**config.mk**
```make
export PLATFORM = sky130hd
export DESIGN_NAME = multi_shift_unit
export DESIGN_NICKNAME = d
export VERILOG_FILES = /design/src/rtl/multi_shift_unit.sv
export SDC_FILE = /design/constraint.sdc
export NUM_CORES = 1
export LEC_CHECK = 0
export ABC_AREA = 1
export CAP_MARGIN = 20
export CORE_MARGIN = 3
export CORE_UTILIZATION = 33
export DETAILED_ROUTE_END_ITERATION = 8
export PLACE_DENSITY_LB_ADDON = 0.25
export SYNTH_ARGS = -nofsm -noshare
export SYNTH_HDL_FRONTEND = slang
export SYNTH_SLANG_ARGS = --single-unit
```
**constraint.sdc**
```tcl
create_clock -name clk -period 3.6 [get_ports clk]
set_clock_uncertainty 0.1 [all_clocks]
set_input_delay 0.36 -clock clk [delete_from_list [all_inputs] [get_ports clk]]
set_output_delay 0.36 -clock clk [all_outputs]
set_load 0.01 [all_outputs]
```
**src/rtl/multi_shift_unit.sv**
```systemverilog
//==============================================================================
// Module      : multi_shift_unit (with helper module shifter)
// Description : Multi-cycle shift sequencer for the CPU execute path. The
//               operand is shifted one bit per clock by iterating a
//               single-bit shifter on an accumulator. The unit reports the
//               final value together with zero and carry status.
//
//               Ports
//                 clk     in   system clock, rising edge
//                 reset   in   asynchronous active-high reset
//                 start   in   request pulse, sampled when not busy
//                 din     in   [WIDTH-1:0] operand
//                 op      in   [1:0] 00 pass, 01 left, 10 lsr, 11 asr
//                 amt     in   [AMT_W-1:0] number of steps, 0..15
//                 busy    out  high while shift steps are in progress
//                 done    out  one-cycle pulse when dout is valid
//                 dout    out  [WIDTH-1:0] result, held until next accept
//                 zf      out  dout == 0
//                 cf      out  last bit shifted out
//                 sticky  out  OR of all bits shifted out
//
//               Build option: define MULTI_SHIFT_STICKY_EN to build the
//               sticky accumulator; otherwise sticky is tied to 0.
// Revision    : 1.0  initial release
//==============================================================================
`default_nettype none

// Single-bit shifter: one step of the selected shift per evaluation.
module shifter (
    input  logic [15:0] sin,
    input  logic [1:0]  code,
    output logic [15:0] sout
);
    always_comb begin
        sout = sin;
        case (code)
            2'b01:   sout = {sin[14:0], 1'b0};
            2'b10:   sout = {1'b0, sin[15:1]};
            2'b11:   sout = {sin[15], sin[15:1]};
            default: sout = sin;
        endcase
    end
endmodule

module multi_shift_unit #(
    parameter int WIDTH = 16,
    parameter int AMT_W = 4
) (
    input  logic             clk,
    input  logic             reset,
    input  logic             start,
    input  logic [WIDTH-1:0] din,
    input  logic [1:0]       op,
    input  logic [AMT_W-1:0] amt,
    output logic             busy,
    output logic             done,
    output logic [WIDTH-1:0] dout,
    output logic             zf,
    output logic             cf,
    output logic             sticky
);
    localparam logic [1:0]       c_st_idle  = 2'd0;
    localparam logic [1:0]       c_st_shift = 2'd1;
    localparam logic [1:0]       c_st_done  = 2'd2;
    localparam logic [AMT_W-1:0] c_cnt_one  = {{(AMT_W-1){1'b0}}, 1'b1};

    logic [1:0]       r_state;
    logic [WIDTH-1:0] r_acc;
    logic [1:0]       r_code;
    logic [AMT_W-1:0] r_cnt;
    logic [WIDTH-1:0] r_dout;
    logic             r_zf;
    logic             r_cf;
    logic [WIDTH-1:0] w_sout;
    logic             w_out_bit;

    shifter u_shifter (
        .sin  (r_acc),
        .code (r_code),
        .sout (w_sout)
    );

    // Left shifts lose the MSB, both right shifts lose the LSB.
    assign w_out_bit = (r_code == 2'b01) ? r_acc[WIDTH-1] : r_acc[0];

    always_ff @(posedge clk or posedge reset) begin
        if (reset) begin
            r_state <= c_st_idle;
            r_acc   <= '0;
            r_code  <= 2'b00;
            r_cnt   <= '0;
            r_dout  <= '0;
            r_zf    <= 1'b1;
            r_cf    <= 1'b0;
        end else begin
            case (r_state)
                c_st_idle, c_st_done: begin
                    if (start) begin
                        r_acc  <= din;
                        r_code <= op;
                        r_cnt  <= amt;
                        r_cf   <= 1'b0;
                        // Zero effective amount completes at the accept edge.
                        if (op == 2'b00 || amt == '0) begin
                            r_dout  <= din;
                            r_zf    <= (din == '0);
                            r_state <= c_st_done;
                        end else begin
                            r_state <= c_st_shift;
                        end
                    end else begin
                        r_state <= c_st_idle;
                    end
                end
                c_st_shift: begin
                    r_acc <= w_sout;
                    r_cnt <= r_cnt - c_cnt_one;
                    // Counter is never zero here, so the last step is cnt==1.
                    if (r_cnt == c_cnt_one) begin
                        r_dout  <= w_sout;
                        r_zf    <= (w_sout == '0);
                        r_cf    <= w_out_bit;
                        r_state <= c_st_done;
                    end
                end
                default: r_state <= c_st_idle;
            endcase
        end
    end

`ifdef MULTI_SHIFT_STICKY_EN
    logic r_sticky;
    logic w_accept;

    assign w_accept = start && (r_state != c_st_shift);

    always_ff @(posedge clk or posedge reset) begin
        if (reset) begin
            r_sticky <= 1'b0;
        end else if (w_accept) begin
            r_sticky <= 1'b0;
        end else if (r_state == c_st_shift) begin
            r_sticky <= r_sticky | w_out_bit;
        end
    end

    assign sticky = r_sticky;
`else
    assign sticky = 1'b0;
`endif

    assign busy = (r_state == c_st_shift);
    assign done = (r_state == c_st_done);
    assign dout = r_dout;
    assign zf   = r_zf;
    assign cf   = r_cf;

endmodule

`default_nettype wire

```
==> results_dict.tcl, run 1 <==
set metrics [dict create \
    status "finished, final reports clean" \
    hpwl_mm 4.65 \
    nFillCells 815 \
    ir_worst_vdd_mv 0.411 \
    r2r_start "r_state[1]" \
    grt_max_degree 43 \
    place.gp.congestion 0.805 \
    pwr-share-comb_pct 54.9 \
    area_delta_synth_final_pct 21.3 \
    fin_setup_tns_ns 0 \
    core_area_mm2 0.00729 \
    ant_nets 0 \
    drt-total-wl_mm 6.30 \
    synth_seq_cells 42 \
    grt_pass1_wl_mm 11.0 \
    worstPathCellList "inv_1 -> nand2_2 -> inv_2 -> clkdlybuf4s50_1" \
    yosys.area.top_type "dfrtp_1" \
    startpoint_type "flop" \
    clock-sinks 42 \
    rsz0062_at_grt "no" \
    crit_buf_inv 3 \
    internal-power_mw 1.44 \
    fmax_ghz 0.402 \
    cp_max_fo 31 \
    avgRoutedWirePerCell_um 13.0 \
    dpl-instance-area_mm2 0.00294 \
    first_iter_violations 138 \
    yosysSeqAreaShare_pct 42.2 \
    yosys-top-cells-count "150 x nand2_1, 41 x dfrtp_1, 27 x inv_1" \
    cp_top_family "buffers and inverters" \
    initial_core_util_pct 34.2 \
    vias_per_cell 4.59 \
    synth_cells 348 \
    power.leakage_nw 1.50 \
    fp-row-count 31 \
    io_buffers 44 \
    layout.nets 410 \
    cp_slowest_cell "clkdlybuf4s50_1" \
    hold_viol 0 \
    drt_drc_violations_left 0 \
    dieArea_mm2 0.00864 \
    crit_arrival_ns 2.03 \
    synth_warnings 0 \
    vias 2219 \
    tightest_slew_ns 0.884 \
    reg2reg_slack_ns 1.20 \
    grt-ovfl-total 0 \
    ios 46 \
    die_h_um 93.0 \
    crit_type "reg2out" \
    cts_setup_buffers 0 \
    yosysTopAreaCellShare_pct 41.1 \
    rr_endpoint "dout[2]" \
    slowest_delay_ns 0.64 \
    syn_nets 375 \
    htreeDepth 2 \
    maxSlewHeadroom_pct 41.1 \
    max-cap-violations 0 \
    cts_buffers 5 \
    syn_avg_cell_area_um2 7.17 \
    grt_pass1_vias 2286 \
    finalPower_mw 2.80 \
    end_kind "output pin" \
    swShare_pct 48.6 \
    powerDensity_mw_per_mm2 926 \
    cts_tree "built" \
    worstPathRequired_ns 3.14 \
    cts_hold_buf 0 \
    power.net_switching_mw 1.36 \
    slew_violations 0 \
    ys_top_cells_by_area "dfrtp_1 41%, nand2_1 23%, nand3_1 5.2%" \
    ys.flop_type "dfrtp_1" \
    synth.most_common_cell "nand2_1" \
    clock-root-buffer "clkbuf_8" \
    drive_above_1_share_pct 9.11 \
    worstSkewPairLatency_ns 0.29 \
    r2r_cells 10 \
    clkPwrFrac_pct 10.7 \
    drtPass1Iterations 4 \
    async_flop_share_pct 100 \
    grt_antenna_before_repair 0 \
    grt_use_total_pct 15.9 \
    finalSetupViolCount 0 \
    hold_path_class "in2async" \
    clockBufferDepth 2 \
    die_w_um 93.0 \
    synthesis.area_mm2 0.00249 \
    p_seq_share_pct 34.4 \
    insertedDiodeCount 0 \
    synth_edf_count 0 \
    synth_cell_types 31 \
    clkTransAtPathRegs_ns 0.08 \
    post-route-min-period_ns 2.49 \
    stdcell_area_mm2 0.00303 \
    ctsResizeCount 0 \
    fin_util_pct 41.5 \
    final.period_utilization_pct 69.1 \
]
-- power by group through the flow --
stage               registers [mW]  logic (mW)  clock network (mW)
finish                       0.963        1.54               0.301
global route                  1.01        1.77               0.335
CTS                          0.963        1.55               0.313
detailed placement           0.969        1.55                   0
global placement             0.969        1.52                   0
floorplan                    0.902        1.18                   0
-- tightest hold or removal path, cell delays in order --
cell and delay (ns):
clkdlybuf4s50_1 0.40, inv_1 0.05, buf_4 0.44
-- area by class of cell --
type                    instances  area [um2]  area share [%]
well taps                      99         124            4.09
inverters                      31         119            3.93
flip-flops and latches         42        1050            34.8
multi-input cells             257        1190            39.3
clock buffers                   6        72.6            2.40
repair buffers                 46         455            15.1
clock inverters                 2        13.8           0.455
-- per-layer routing --
metal  track usage, %  wire length [um]  vias to the layer above
met5                0                 0                        -
met4             4.64                61                        0
met3             2.60               191                        4
met2             25.1              2940                       37
met1             22.3              3110                     1023
li1                 -                 -                     1155
-- logic make-up (layout without fill, tap and decap cells) --
logic type	after synthesis	in the layout	share of synthesized area (%)
AO/OA/AOI/OAI	33	33	7.47
XOR/XNOR	1	1	0.351
adder cells (fa/ha/maj)	2	2	1.00
buffers and inverters	49	85	10.2
flip-flops	42	42	42.2
other	1	1	0.150
AND/OR/NAND/NOR	220	220	38.7
-- cells in the final DEF (no fill, tap or decap) --
cell	Yosys	layout
a21oi_1	2	2
inv_2	3	3
inv_1	27	27
o21ai_1	4	4
clkbuf_1	4	1
clkdlybuf4s50_1	0	44
a21oi_2	1	1
xor2_1	1	1
nor2_1	22	22
nand2_1	150	150
inv_4	1	1
nor3_1	2	2
nand4_1	1	1
nor2_2	2	2
dfstp_2	1	1
clkinv_2	0	1
a22oi_1	1	1
o211ai_1	1	1
nand2_2	3	3
nand3_2	13	13
nor2_4	1	1
clkbuf_8	0	5
nand3_1	26	26
a31oi_1	4	4
conb_1	1	1
buf_4	3	2
o21ai_2	1	1
ha_1	2	2
o221ai_1	1	1
clkinv_4	0	1
o21ai_0	18	18
dfrtp_1	41	41
-- metrics by stage --
stage	cells	hold slack, ns	worst slack (ns)
after floorplan	348	0.393	2.15
after global placement	475	0.370	1.14
after CTS	483	0.391	1.11
after detailed placement	475	0.368	1.02
after global routing	483	0.410	0.921
final	483	0.388	1.11
-- flip-flops by register name (all words and copies together), names as in the netlist --
register	flops
zf	1
r_cnt	4
dout	16
r_code	2
r_acc	16
cf	1
r_state	2
-- how the worst max path moves through the flow --
stage / from / to / slack (ns) / cells past startpoint
after CTS: r_state[1] / busy / 1.11 / 4
after global routing: r_state[1] / dout[2] / 0.92 / 10
after floorplan: r_cnt[1] / dout[10] / 2.15 / 11
final: r_state[1] / busy / 1.11 / 4
after detailed placement: start / dout[2] / 1.02 / 10
after global placement: start / zf / 1.14 / 10
Note: power is estimated with default switching activity, not from simulation.
==> inputs of run 2 (changes only) <==
Clock period 3.6 ns to 2.2 ns, I/O delays scaled along.
==> run 2 against run 1 <==
Worst hold slack worse by 0.14 ns. Sequential power rose by 55%. Critical path depth did not move. Non-clock buffer count is 6 higher. Sequential share of layout area down 0.52 points. Clock-buffer cell count is the same. Wire length is the same. Sequential cell count unchanged. First-iteration DRC count grew 5.1%. Via count grew 1.3%. Critical path type unchanged. Largest cell class unchanged. Largest power group unchanged.
==> results_dict.tcl, run 2 (same netlist as run 1, synthesis figures left out) <==
set metrics [dict create \
    maxUsedRoutingLayer "met4" \
    io_buffers 44 \
    ctsResizeCount 0 \
    wl_met3_um 246 \
    crit_type "reg2out" \
    clock-sinks 42 \
    swShare_pct 48.1 \
    p_seq_share_pct 32.0 \
    powerDensity_mw_per_mm2 1520 \
    stdcell_area_mm2 0.00307 \
    post-route-min-period_ns 1.81 \
    wl_met1_mm 3.12 \
    fin_setup_tns_ns 0 \
    grt_use_total_pct 15.2 \
    grt_pass1_wl_mm 10.4 \
    internal-power_mw 2.43 \
    cts_tree "built" \
    drive_above_1_share_pct 10.5 \
    hold_path_class "in2async" \
    power.net_switching_mw 2.25 \
    worstPathRequired_ns 1.88 \
    htreeDepth 2 \
    r2r_cells 9 \
    die_w_um 93.0 \
    drtPass1Iterations 4 \
    clkTransAtPathRegs_ns 0.08 \
    hpwl_mm 4.79 \
    first_iter_violations 145 \
    clkPwrFrac_pct 10.6 \
    status "finished, final reports clean" \
    drt-total-wl_mm 6.30 \
    grt-ovfl-total 0 \
    wl_met2_mm 2.84 \
    hold_viol 0 \
    cts_buffers 5 \
    drt_drc_violations_left 0 \
    ant_nets 0 \
    ios 46 \
    end_kind "output pin" \
    grt_antenna_before_repair 0 \
    grt_max_degree 43 \
    vias 2248 \
    final.period_utilization_pct 82.5 \
    rsz0062_at_grt "no" \
    whs_ns 0.252 \
    worstSkewPairLatency_ns 0.30 \
    dp_cells 481 \
    pwr-share-comb_pct 57.4 \
    avgRoutedWirePerCell_um 12.9 \
    die_h_um 93.0 \
    vias_per_cell 4.60 \
    fp-row-count 31 \
    finalSetupViolCount 0 \
    final_cell_mix "150 x nand2_1, 44 x clkdlybuf4s50_1, 41 x dfrtp_1" \
    layout.nets 416 \
    final_common_cell "nand2_1" \
    instances_no_fill 489 \
    core_area_mm2 0.00729 \
    cp_max_fo 7 \
    slew_violations 0 \
    insertedDiodeCount 0 \
    cts_setup_buffers 0 \
    dieArea_mm2 0.00864 \
    place.gp.congestion 0.816 \
    max-cap-violations 0 \
    crit_arrival_ns 1.49 \
    maxSlewHeadroom_pct 59.7 \
    tightest_slew_ns 0.604 \
    fin_util_pct 42.1 \
    grt_pass1_vias 2151 \
    dpl-instance-area_mm2 0.00298 \
    startpoint_type "flop" \
    cts_hold_buf 0 \
    ir_worst_vdd_mv 0.617 \
    clockBufferDepth 2 \
    area_delta_synth_final_pct 23.1 \
    fmax_ghz 0.551 \
    clock-root-buffer "clkbuf_8" \
    initial_core_util_pct 34.2 \
    power.leakage_nw 1.52 \
]
## run 2: per-layer routing
layer,vias to the layer above,global-route usage [%]
li1,1164,-
met1,1030,22.5
met2,45,22.8
met3,9,2.36
met4,0,4.27
met5,-,0
## run 2: final cells by class
| type | count | area (um2) |
|---|---|---|
| clock buffer | 6 | 72.6 |
| timing repair buffer | 52 | 500 |
| tap | 99 | 124 |
| sequential | 42 | 1050 |
| clock inverter | 2 | 15.0 |
| fill | 792 | 4220 |
| inverter | 31 | 119 |
| multi-input combinational | 257 | 1190 |
## run 2: worst max-delay path: stages (launching register included)
cell and delay [ns]:
dfrtp_1 0.38, inv_1 0.08, nand2_2 0.06, inv_2 0.12, clkdlybuf4s50_1 0.55
## run 2: per-stage QoR
step | power, mW | setup WS [ns]
floorplan | 3.41 | 0.754
global placement | 4.18 | 0.151
detailed placement | 4.19 | 0.116
CTS | 4.71 | 0.352
global route | 5.13 | 0.196
finish | 4.67 | 0.386
## run 2: worst paths after layout
kind / end / startpoint / slack (ns)
min in group clk: dout[7] / dout[7] / 0.39
worst max-delay path: busy / r_state[1] / 0.39
worst max register to register: dout[15] / r_state[0] / 0.40
max in group asynchronous: r_cnt[3] / reset / 1.37
worst min-delay path: dout[10] / reset / 0.25
worst min register to register: dout[7] / dout[7] / 0.39
## run 2: power by group through the flow
stage / combinational (mW) / sequential, mW / clock, mW
final: 2.68 / 1.49 / 0.496
after floorplan: 1.93 / 1.48 / 0
after global placement: 2.67 / 1.51 / 0
after global routing: 3.04 / 1.55 / 0.540
after detailed placement: 2.69 / 1.50 / 0
after CTS: 2.70 / 1.50 / 0.514
